File: config.mk
export PLATFORM = sky130hd
export DESIGN_NAME = frecuenciometro_param
export DESIGN_NICKNAME = d
export VERILOG_FILES = /design/src/rtl/frecuenciometro_param.sv
export SDC_FILE = /design/constraint.sdc
export NUM_CORES = 1
export LEC_CHECK = 0
export CAP_MARGIN = 0
export CORE_ASPECT_RATIO = 1.25
export CORE_MARGIN = 2
export CORE_UTILIZATION = 50
export CTS_CLUSTER_SIZE = 28
export DETAILED_ROUTE_END_ITERATION = 10
export GPL_TIMING_DRIVEN = 0
export MAX_ROUTING_LAYER = met4
export PLACE_DENSITY = 0.73
export SKIP_LAST_GASP = 1
export SYNTH_ARGS = -nofsm -noshare
export SYNTH_HDL_FRONTEND = slang
export SYNTH_SLANG_ARGS = --single-unit
File: constraint.sdc
create_clock -name clk -period 2.6 [get_ports clk]
set_input_delay 0.78 -clock clk [delete_from_list [all_inputs] [get_ports clk]]
set_output_delay 0.78 -clock clk [all_outputs]
set_load 0.01 [all_outputs]
File: src/rtl/frecuenciometro_param.sv
// Gated edge counter: synchronised rising edges of pin_in accumulate in a saturating BCD counter, published
// one cycle after each G-cycle gate and decoded to active-low 7-segment digits; no backpressure, free-running.
module frecuenciometro_param #(
  parameter int CLK_HZ      = 50_000_000,
  parameter int N_DIGITS    = 6,
  parameter int SYNC_STAGES = 2,
  parameter int BLANK_LZ    = 1
) (
  input  logic                  clk,
  input  logic                  rst,
  input  logic                  pin_in,
  input  logic [1:0]            range_sel,
  input  logic                  hold,
  output logic [4*N_DIGITS-1:0] bcd_out,
  output logic [7*N_DIGITS-1:0] disp,
  output logic                  overflow,
  output logic                  meas_valid
);
  localparam int TW = $clog2(CLK_HZ + 1);
  localparam logic [TW-1:0] LAST_1S    = TW'(CLK_HZ - 1);
  localparam logic [TW-1:0] LAST_100MS = TW'(CLK_HZ / 10 - 1);
  localparam logic [TW-1:0] LAST_10MS  = TW'(CLK_HZ / 100 - 1);

  localparam logic [1:0] S_GATE  = 2'd0;
  localparam logic [1:0] S_LATCH = 2'd1;
  localparam logic [1:0] S_CLEAR = 2'd2;

  logic [SYNC_STAGES-1:0] r_sync;
  logic                   r_prev;
  logic [1:0]             r_range;
  logic [1:0]             r_state;
  logic [TW-1:0]          r_timer;
  logic [4*N_DIGITS-1:0]  r_cnt;
  logic                   r_ovf;
  logic [4*N_DIGITS-1:0]  r_bcd;
  logic                   r_overflow;
  logic                   r_valid;

  logic                   w_edge;
  logic                   w_abort;
  logic                   w_gate_end;
  logic                   w_all9;
  logic [TW-1:0]          w_last;
  logic [N_DIGITS-1:0]    w_is9;
  logic [N_DIGITS-1:0]    w_nz;
  logic [N_DIGITS-1:0]    w_lit;
  logic [4*N_DIGITS-1:0]  w_cnt_inc;

  function automatic logic [6:0] seg7(input logic [3:0] d);
    case (d)
      4'd0:    seg7 = 7'b0000001;
      4'd1:    seg7 = 7'b1001111;
      4'd2:    seg7 = 7'b0010010;
      4'd3:    seg7 = 7'b0000110;
      4'd4:    seg7 = 7'b1001100;
      4'd5:    seg7 = 7'b0100100;
      4'd6:    seg7 = 7'b0100000;
      4'd7:    seg7 = 7'b0001111;
      4'd8:    seg7 = 7'b0000000;
      4'd9:    seg7 = 7'b0000100;
      default: seg7 = 7'b1111111;
    endcase
  endfunction

  assign w_edge = r_sync[SYNC_STAGES-1] & ~r_prev;

  always_comb begin
    case (r_range)
      2'b01:   w_last = LAST_100MS;
      2'b10:   w_last = LAST_10MS;
      default: w_last = LAST_1S;
    endcase
  end

  // Any raw change of range_sel while gating restarts the measurement with the new gate.
  assign w_abort    = (r_state == S_GATE) && (range_sel != r_range);
  assign w_gate_end = (r_state == S_GATE) && (r_timer == w_last);
  assign w_all9     = &w_is9;

  for (genvar k = 0; k < N_DIGITS; k++) begin : g_digit
    localparam logic [N_DIGITS-1:0] LOW = N_DIGITS'((1 << k) - 1);
    logic w_carry;

    assign w_is9[k] = (r_cnt[4*k +: 4] == 4'd9);
    assign w_carry  = &(w_is9 | ~LOW);
    assign w_cnt_inc[4*k +: 4] = !w_carry ? r_cnt[4*k +: 4] :
                                 (w_is9[k] ? 4'd0 : r_cnt[4*k +: 4] + 4'd1);

    assign w_nz[k]  = |r_bcd[4*k +: 4];
    assign w_lit[k] = (BLANK_LZ == 0) || (k == 0) || (|(w_nz & ~LOW));
    assign disp[7*k +: 7] = r_overflow ? 7'b1111110 :
                            (!w_lit[k] ? 7'b1111111 : seg7(r_bcd[4*k +: 4]));
  end

  always_ff @(posedge clk or negedge rst) begin
    if (!rst) begin
      r_sync     <= '0;
      r_prev     <= 1'b0;
      r_range    <= 2'b00;
      r_state    <= S_GATE;
      r_timer    <= '0;
      r_cnt      <= '0;
      r_ovf      <= 1'b0;
      r_bcd      <= '0;
      r_overflow <= 1'b0;
      r_valid    <= 1'b0;
    end else begin
      r_sync  <= {r_sync[SYNC_STAGES-2:0], pin_in};
      r_prev  <= r_sync[SYNC_STAGES-1];
      r_range <= range_sel;
      r_valid <= 1'b0;
      case (r_state)
        S_GATE: begin
          if (w_abort) begin
            r_timer <= '0;
            r_cnt   <= '0;
            r_ovf   <= 1'b0;
          end else begin
            if (w_edge) begin
              if (w_all9) r_ovf <= 1'b1;
              else        r_cnt <= w_cnt_inc;
            end
            if (w_gate_end) begin
              r_timer <= '0;
              r_state <= S_LATCH;
            end else begin
              r_timer <= r_timer + TW'(1);
            end
          end
        end
        S_LATCH: begin
          if (!hold) begin
            r_bcd      <= r_cnt;
            r_overflow <= r_ovf;
            r_valid    <= 1'b1;
          end
          r_state <= S_CLEAR;
        end
        default: begin
          r_cnt   <= '0;
          r_ovf   <= 1'b0;
          r_state <= S_GATE;
        end
      endcase
    end
  end

  assign bcd_out    = r_bcd;
  assign overflow   = r_overflow;
  assign meas_valid = r_valid;

endmodule
# Word-level counts from Yosys, hierarchy flattened
# Memories as Yosys holds them, arrays and structs flattened.
# Cells that the tools add are included.
# classes
n_addsub	7
multipliers	0
n_div	0
n_lt_le_gt_ge	0
n_eq_ne	21
shifts	0
muxes	38
bitwise	4
n_reduce_logical	22
# op_table
cell	n
7-bit 2-to-1 mux	11
24-bit 2-to-1 mux	3
26-bit 2-to-1 mux	2
26-bit one-hot mux with 2 select lines	1
24-bit one-hot mux with 2 select lines	1
4-bit 2-to-1 mux	11
26-bit by 1-bit adder with 26-bit output, second input constant	1
26-bit equality test	1
4-bit by 1-bit adder with 4-bit output, second input constant	6
4-bit equality test, second input constant	6
3-bit inequality test, second input constant	8
4-bit AND reduction	6
20-bit OR reduction	1
16-bit OR reduction	1
12-bit OR reduction	1
3-bit AND reduction	3
8-bit OR reduction	1
2-bit AND reduction	3
6-bit AND reduction	1
1-bit 2-to-1 mux	5
5-bit AND reduction	1
2-bit by 1-bit equality test with 1-bit output, second input constant	2
2-bit 2-to-1 mux	2
2-bit inequality test, second input constant	2
9 further kinds	12
# totals
ff_bits	84
latch_bits	0
mem_bits_rw	0
mem_bits_ro	672
in_bits	6
output_inout_bits	68
memories	6
# mem_list
memory	depth	width	read_ports	rd_ports_with_merged_regs	wr	line_no	source
(no name shown)	16	7	1	0	0	50	case (d)
(no name shown)	16	7	1	0	0	50	
(no name shown)	16	7	1	0	0	50	
(no name shown)	16	7	1	0	0	50	
(no name shown)	16	7	1	0	0	50	
(no name shown)	16	7	1	0	0	50	

# Longest topological paths before layout
# Gate-level depths: netlist (run 1).
# depth
depth_word	7
ltp_mapped	9

# Worst setup path after synthesis (run 1)
# Ideal clock, no wire load.
# synth_path
path_kind	register to output
from	register r_bcd[21], in the netlist bcd_out[21]
to	output disp[7]
arrival_ps	2065
required_time_ps	1820
setup_slack_ps	-245
path_stages_with_launch	9
path_buffers	0
cell_sequence	dfrtp_1 inv_1 ha_1 nor4bb_1 nand3_1 nor3_1 nand2_1 a31oi_1 o211a_1
# synth_via
elab_chain_len	3
# synth_lines
item	line_no	source
from (decl)	35	logic [4*N_DIGITS-1:0] r_bcd;
from (signal assigned)	133	r_bcd <= r_cnt;
20-bit OR reduction	90	assign w_lit[k] = (BLANK_LZ == 0) || (k == 0) || (|(w_nz & ~LOW));
7-bit 2-to-1 mux	92	(!w_lit[k] ? 7'b1111111 : seg7(r_bcd[4*k +: 4]));
7-bit 2-to-1 mux	91	assign disp[7*k +: 7] = r_overflow ? 7'b1111110 :
to (decl)	15	output logic [7*N_DIGITS-1:0] disp,
# Every way passes these cells.

# Worst setup path in the final report (run 1)
# layout_path
from	register r_bcd[17], in the netlist bcd_out[17]
to	output disp[7]
# Same word-level chain as after synthesis.

==> results of run 1 <==
worst max-delay path, cell delays in order, from the launching register on:
cell and delay [ns]:
dfrtp_2 0.42, inv_2 0.09, ha_4 0.15, nor4bb_4 0.32
nand3_2 0.16, nor3_4 0.16, buf_6 0.14, nand2_4 0.06
a31oi_4 0.15, o211a_1 0.14, buf_2 0.12
power by group through the flow:
stage | Combinational (mW) | Clock (mW) | Sequential [mW]
after detailed placement | 0.230 | 0 | 1.41
after global routing | 0.275 | 1.44 | 1.39
after floorplan | 0.138 | 0 | 1.40
final | 0.240 | 1.36 | 1.39
after global placement | 0.214 | 0 | 1.41
after CTS | 0.234 | 1.38 | 1.39
flip-flops by register name (all words and copies together) (netlist names):
| name | count |
|---|---|
| r_timer | 26 |
| bcd_out | 24 |
| r_range | 2 |
| r_sync | 2 |
| r_state | 2 |
| r_ovf | 1 |
| meas_valid | 1 |
| r_prev | 1 |
| r_cnt | 24 |
| overflow | 1 |
per-stage QoR:
stage	area (um2)	setup WS (ns)	util
after floorplan	5460	0.0123	-
after detailed placement	6380	-0.725	0.604
after global routing	6980	-0.581	0.661
final	6980	-0.438	0.661
after CTS	6830	-0.454	0.646
after global placement	6350	-2.59	0.602
layout make-up:
type	count	area, um2
clock buffers	12	267
inverters	38	145
flip-flops and latches	84	2110
clock inverters	4	55.1
fillers	867	3580
plain buffers	27	131
repair buffers	104	856
multi-input cells	486	3250
well taps	132	165
layer usage:
layer | vias up | routed length [um] | GRT usage
li1 | 2501 | - | -
met1 | 2499 | 5770 | 0.266
met2 | 104 | 7210 | 0.425
met3 | 17 | 510 | 0.0434
met4 | 0 | 220 | 0.0933
met5 | - | 0 | -
how the worst min path moves through the flow:
| stage | depth (start not counted) | from | end |
|---|---|---|---|
| 2_1_floorplan | 0 | r_sync[0] | r_sync[1] |
| 3_3_place_gp | 0 | r_sync[0] | r_sync[1] |
| 3_5_place_dp | 0 | r_sync[0] | r_sync[1] |
| 4_1_cts | 0 | r_sync[0] | r_sync[1] |
| 5_1_grt | 0 | r_sync[0] | r_sync[1] |
| 6_report | 0 | r_sync[0] | r_sync[1] |
cell usage after synthesis, drive strengths merged, types with 2 or more instances:
master  number
a2111o       2
a211oi       4
a21o         5
a21oi       32
a221o        4
a22o         3
a31oi        3
and2         2
and3         6
and3b        4
and4b        3
buf          2
clkbuf      27
dfrtp       84
ha          41
inv         38
mux2        10
mux2i       12
nand2       89
nand2b      13
nand3       40
nand3b       8
nand4        9
nor2        44
nor2b        9
nor3        16
nor4b        3
o21a         3
o21ai       60
o221ai       2
o22a         2
o22ai        2
o311ai       6
o31ai        6
o41ai        4
or2          4
or3         10
or4          6
or4b         4
xnor2        3
cell usage in the layout, fill, tap and decap left out, drive strengths merged, types with 5 or more instances in the layout:
| cell type | instances |
|---|---|
| or3 | 10 |
| mux2i | 12 |
| dfrtp | 84 |
| dlygate4sd2 | 7 |
| clkbuf | 42 |
| ha | 41 |
| buf | 56 |
| nand2 | 89 |
| a21o | 5 |
| and3 | 6 |
| nand4 | 9 |
| nand3b | 8 |
| or4 | 6 |
| inv | 39 |
| o311ai | 6 |
| nor2 | 44 |
| mux2 | 10 |
| nor3 | 16 |
| clkdlybuf4s50 | 31 |
| clkdlybuf4s15 | 5 |
| o31ai | 6 |
| nor2b | 9 |
| o21ai | 60 |
| nand3 | 40 |
| a21oi | 32 |
| nand2b | 13 |
timing repair:
item,CTS,global route
gates resized for setup,149,51
buffers inserted,18,13
setup endpoints to repair,75,67
pin swaps,12,9
cell families (layout without fill, tap and decap cells):
logic type / count (synthesis) / in the layout / share of synthesized area
fa+ha+maj: 41 / 41 / 0.0946
xor+xnor: 3 / 3 / 0.00485
buf+inv: 67 / 185 / 0.0464
mux: 22 / 22 / 0.0429
compound gates: 146 / 146 / 0.167
simple gates: 274 / 274 / 0.256
flops: 84 / 84 / 0.388
==> impl_metrics.toml, run 1 <==
[detailed_routing]
route.antenna.remaining_nets = 0
finalWirelength_um = 13700
drtPass1Iterations = 4
drt-vias-per-instance = 5.77
drt_drc_violations_left = 0
dr_total_vias = 5121
drt-wirelength-per-cell_um = 15.5
drt_iter0_drc = 252

[cts]
clock_slew_at_reported_path_ffs_ns = 0.06
clkLatencyLatePin_ns = 0.34
clockRootBuffer = "clkbuf_16"
clk_path_buf_depth = 2
holdBufCountCts = 0
htreeDepth = 3
tritoncts.num_buffers = 9
clock-sinks = 84
cts_tree = "built"

[worst_setup_path]
rr_worst_depth = 7
endpoint = "disp[7]"
setup.reg_to_reg.worst_slack_ns = 0.10
r2r_start = "r_range[1]"
critPathLaunch = "bcd_out[17]"
criticalPathCategory = "register to output port"
endpoint_of_the_worst_register_to_register_path = "r_timer[14]"
critical_path.startpoint_type = "register"
cp_data_required_time_ns = 1.82
setup.worst_path.end_class = "output port"
crit_fanout = 4
worst-endpoint-arrival_ns = 2.26

[final_layout]
n_antenna_cell = 0
post_layout_nonfiller_instances = 887
layout-drive-gt1-share = 0.195
flow.area_growth_from_synthesis_pct = 28.7
num-nets-final = 797

[power_and_ir_drop]
share_seq_of_total_power = 0.465
cellLeakagePower_nw = 2.96
vdd_ir_drop_max_mv = 0.373
power_switching_share = 0.246
power.combinational.fraction = 0.080
p_per_area_mw_per_mm2 = 428
p_switching_mw = 0.736
p_int_mw = 2.25
share_clk_of_total_power = 0.455
totalPowerFinal_mw = 2.99

[place]
gp_congestion = 0.821
place.port_buffers = 73
dp.cells = 843
post-dp-hpwl_um = 9710

[logic_synthesis]
postSynthAreaPerCell_um2 = 8.51
synth.lib_cells_used.distinct = 57
synth_area_leader_cell = "dfrtp_1"
synth.area.top_cells = "dfrtp_1 (39%), ha_1 (9.5%), nand2_1 (6.2%), o21ai_0 (5.4%), nand3_1 (3.7%)"
synth-edff-count = 0
ys_warn_count = 0
async_reset_ff_frac = 1.00
post-synth-top-area-fraction = 0.388
syn_inst_count = 637
netlist_area_mm2 = 0.00542
synth.net_count = 684
yosysSeqAreaShare = 0.388
postSynthRegisterBits = 84
synth_ff_type = "dfrtp_1"

[timing]
drv_slew = 0
hold_ws_ns = 0.349
worst_slew_margin_relative_to_its_limit = 0.583
worstMarginPinSlew_ns = 0.625
finalWorstPathRequiredPeriod_ns = 3.04
fmaxAchievable_mhz = 329
finalCritPeriodShare = 1.17
rsz0062_at_grt = "yes"
finalHoldViolations = 0
setup_viol = 30
fin_ws_ns = -0.438
timing.setup.tns_ns = -8.47
finalClockSkew_ns = 0.00556

[floorplan]
initial_core_utilization = 0.513
chipHeight_um = 120
design.die.area_mm2 = 0.0117
coreArea_mm2 = 0.0106
die_w_um = 97.1
ios = 74
placementRows = 42

[outcome]
violations = "setup timing"
run_status = "finished with violations"

[global_routing]
grt_overflow_total = 0
grt_max_degree = 46
first_global_vias = 4808
grt.total_usage = 0.239
antenna_violations_before_repair = 0
grt_pass1_wl_um = 22300

[worst_hold_path]
worstHoldPathType = "register to register"

[run]
maxCapViolCount = 0
Power figures use the tool's default switching activity.
==> inputs of run 2 (changes only) <==
Settings changed: ABC_AREA set to 1, CORE_UTILIZATION 50 to 51, PLACE_DENSITY 0.73 to 0.74, TNS_END_PERCENT set to 1.
==> run 2 against run 1 <==
Compared with the run above: the run still ends with setup timing left; non-clock buffer count decreased by 27; critical endpoint is now disp[11]; core utilization decreased by 0.59 points; sequential power increased by 4%; clock power decreased by 12%; via count increased by 6.2%; count of clock-buffer cells in the layout decreased by 1; flip-flop and latch count unchanged; synthesized cell count increased by 22%; highest routed layer unchanged; area after synthesis increased by 4.1%.
==> impl_metrics.toml, run 2 <==
[outcome]
run_status = "finished with violations"
violations = "setup timing"

[detailed_routing]
route.antenna.remaining_nets = 0
drt-vias-per-instance = 5.38
drtPass1Iterations = 5
drt_iter0_drc = 245
drt-wirelength-per-cell_um = 14.5
drt_drc_violations_left = 0
finalWirelength_um = 14600
dr_total_vias = 5437

[worst_setup_path]
critical-path-top-delay-family = "simple AND/OR/NAND/NOR gates"
cpMostUsedCell = "inv_2"
cp_data_required_time_ns = 1.82
rr_worst_depth = 10
critPathLaunch = "bcd_out[16]"
critPathBufInv = 4
setup.worst_path.end_class = "output port"
endpoint_of_the_worst_register_to_register_path = "r_timer[3]"
crit_fanout = 5
r2r_start = "r_range[0]"
worst_path_largest_cell_delay_ns = 0.40
critical_path_depth = 11
endpoint = "disp[11]"
setup.reg_to_reg.worst_slack_ns = 0.59
worst-endpoint-arrival_ns = 2.02
slowest_stage = "dfrtp_1"
critical_path.startpoint_type = "register"
path_cells = "inv_2, ha_2, nand2_4, nor3_4, nand2_2, inv_2, nand3_2, nand2_2, inv_2, nand2_1, clkdlybuf4s15_2"
criticalPathCategory = "register to output port"

[logic_synthesis]
synth_top_cells_by_count = "nand2_1 (216), dfrtp_1 (84), inv_1 (78)"
async_reset_ff_frac = 1.00
synth-edff-count = 0
netlist_area_mm2 = 0.00564
syn_inst_count = 774
postSynthRegisterBits = 84
postSynthAreaPerCell_um2 = 7.29
ys_warn_count = 0
post-synth-top-area-fraction = 0.373
yosys.cell_count.top_type = "nand2_1"
synth.area.top_cells = "dfrtp_1 (37%), nand2_1 (14%), ha_1 (9.1%), nand3_1 (5.5%), inv_1 (5.2%)"
synth_area_leader_cell = "dfrtp_1"
synth.lib_cells_used.distinct = 38
yosysSeqAreaShare = 0.373
synth_ff_type = "dfrtp_1"
synth.net_count = 821

[cts]
htreeDepth = 3
clockRootBuffer = "clkbuf_16"
tritoncts.num_buffers = 9
clk_path_buf_depth = 2
holdBufCountCts = 0
cts_tree = "built"
clock_slew_at_reported_path_ffs_ns = 0.06
clkLatencyLatePin_ns = 0.34
clock-sinks = 84

[timing]
timing.setup.tns_ns = -5.51
finalCritPeriodShare = 1.08
fmaxAchievable_mhz = 357
finalHoldViolations = 0
rsz0062_at_grt = "yes"
worstMarginPinSlew_ns = 0.593
setup_viol = 41
drv_slew = 0
finalWorstPathRequiredPeriod_ns = 2.80
worst_slew_margin_relative_to_its_limit = 0.605
fin_ws_ns = -0.204
hold_ws_ns = 0.341
finalClockSkew_ns = 0.00736

[place]
place.port_buffers = 73
placedInstanceArea_mm2 = 0.00656
dp.cells = 980
post-dp-hpwl_um = 10800
gp_congestion = 0.901

[final_layout]
n_antenna_cell = 0
register_containing_the_most_flip_flops_in_the_final_layout = "r_timer"
final_core_util = 0.655
post_layout_nonfiller_instances = 1010
design_area_mm2 = 0.00698
final_cell_mix = "nand2_1 (212), dfrtp_1 (83), inv_1 (71)"
largest_reg_flops = 26
flow.area_growth_from_synthesis_pct = 23.8
final_common_cell = "nand2_1"
layout-drive-gt1-share = 0.134
num-nets-final = 921

[global_routing]
met1_track_utilization_from_global_routing = 0.274
grt_pass1_wl_um = 24700
antenna_violations_before_repair = 0
use_met3 = 0.0436
grt.total_usage = 0.261
global_route.usage.met2 = 0.472
grt_overflow_total = 0
grt_max_degree = 62
grt.busiest_layer = "met2"
first_global_vias = 5434

[floorplan]
chipHeight_um = 122
die_w_um = 98.1
design.die.area_mm2 = 0.0119
initial_core_utilization = 0.529
ios = 74
coreArea_mm2 = 0.0107
placementRows = 42

[run]
maxCapViolCount = 0

[power_and_ir_drop]
cellLeakagePower_nw = 3.29
vdd_ir_drop_max_mv = 0.362
p_per_area_mw_per_mm2 = 478

[worst_hold_path]
worstHoldPathType = "input port to async pin"
-- run 2: cell count changes after synthesis, sizes merged, moves of 11 or more --
cell,previous run,this run
clkbuf,27,7
inv,38,86
mux2i,12,1
nand2,89,226
nand2b,13,0
nand3,40,64
nor2,44,74
o21ai,60,80
xor2,0,14
-- run 2: metrics by stage --
stage | worst slack (ns) | power (mW)
2_1_floorplan | 0.271 | 1.82
3_5_place_dp | -0.571 | 2.15
4_1_cts | -0.201 | 3.35
6_report | -0.204 | 3.34
5_1_grt | -0.325 | 3.51
3_3_place_gp | -2.27 | 2.11
-- run 2: logic make-up (layout without fill, tap and decap cells) --
group | after synthesis | after routing | share of synthesized area
and+or+nand+nor | 408 | 408 | 0.321
xor gates and xnor gates | 20 | 20 | 0.0310
adders and majority gates | 41 | 41 | 0.0909
DFF | 84 | 84 | 0.373
buffers and inverters | 101 | 205 | 0.0701
muxes | 1 | 1 | 0.00177
AOI/OAI and AO/OA | 119 | 119 | 0.112
-- run 2: repair_timing --
item / in CTS / in global routing
setup buffers: 12 / 3
setup endpoints to repair: 42 / 42
cloned: 0 / 0
gates resized for setup: 66 / 28
pin swaps: 5 / 3
-- run 2: metal layers --
layer  up-vias  share of wire
met5         -              0
li1       2722              -
met2       135           0.53
met4         0          0.032
met3        38          0.039
met1      2542           0.40
-- run 2: area by class of cell --
class                      count  area [um2]
clock inverter                 4        23.8
timing repair buffer          89         817
sequential                    84        2100
fill                         954        3680
inverter                      86         323
multi-input combinational    589        3230
buffer                        15        73.8
clock buffer                  11         253
tap                          132         165
-- run 2: worst min-delay path by stage --
stage | endpoint | slack [ns] | cells past startpoint
floorplan | r_sync[1] | 0.33 | 0
finish | r_timer[13] | 0.34 | 1
detailed placement | r_sync[1] | 0.34 | 0
global route | r_timer[13] | 0.36 | 1
global placement | r_sync[1] | 0.33 | 0
CTS | r_timer[13] | 0.35 | 1
-- run 2: power breakdown --
group | switching [mW] | internal (mW)
clock network | 0.513 | 0.692
registers | 0.0849 | 1.37
logic | 0.388 | 0.292
total | 0.986 | 2.35
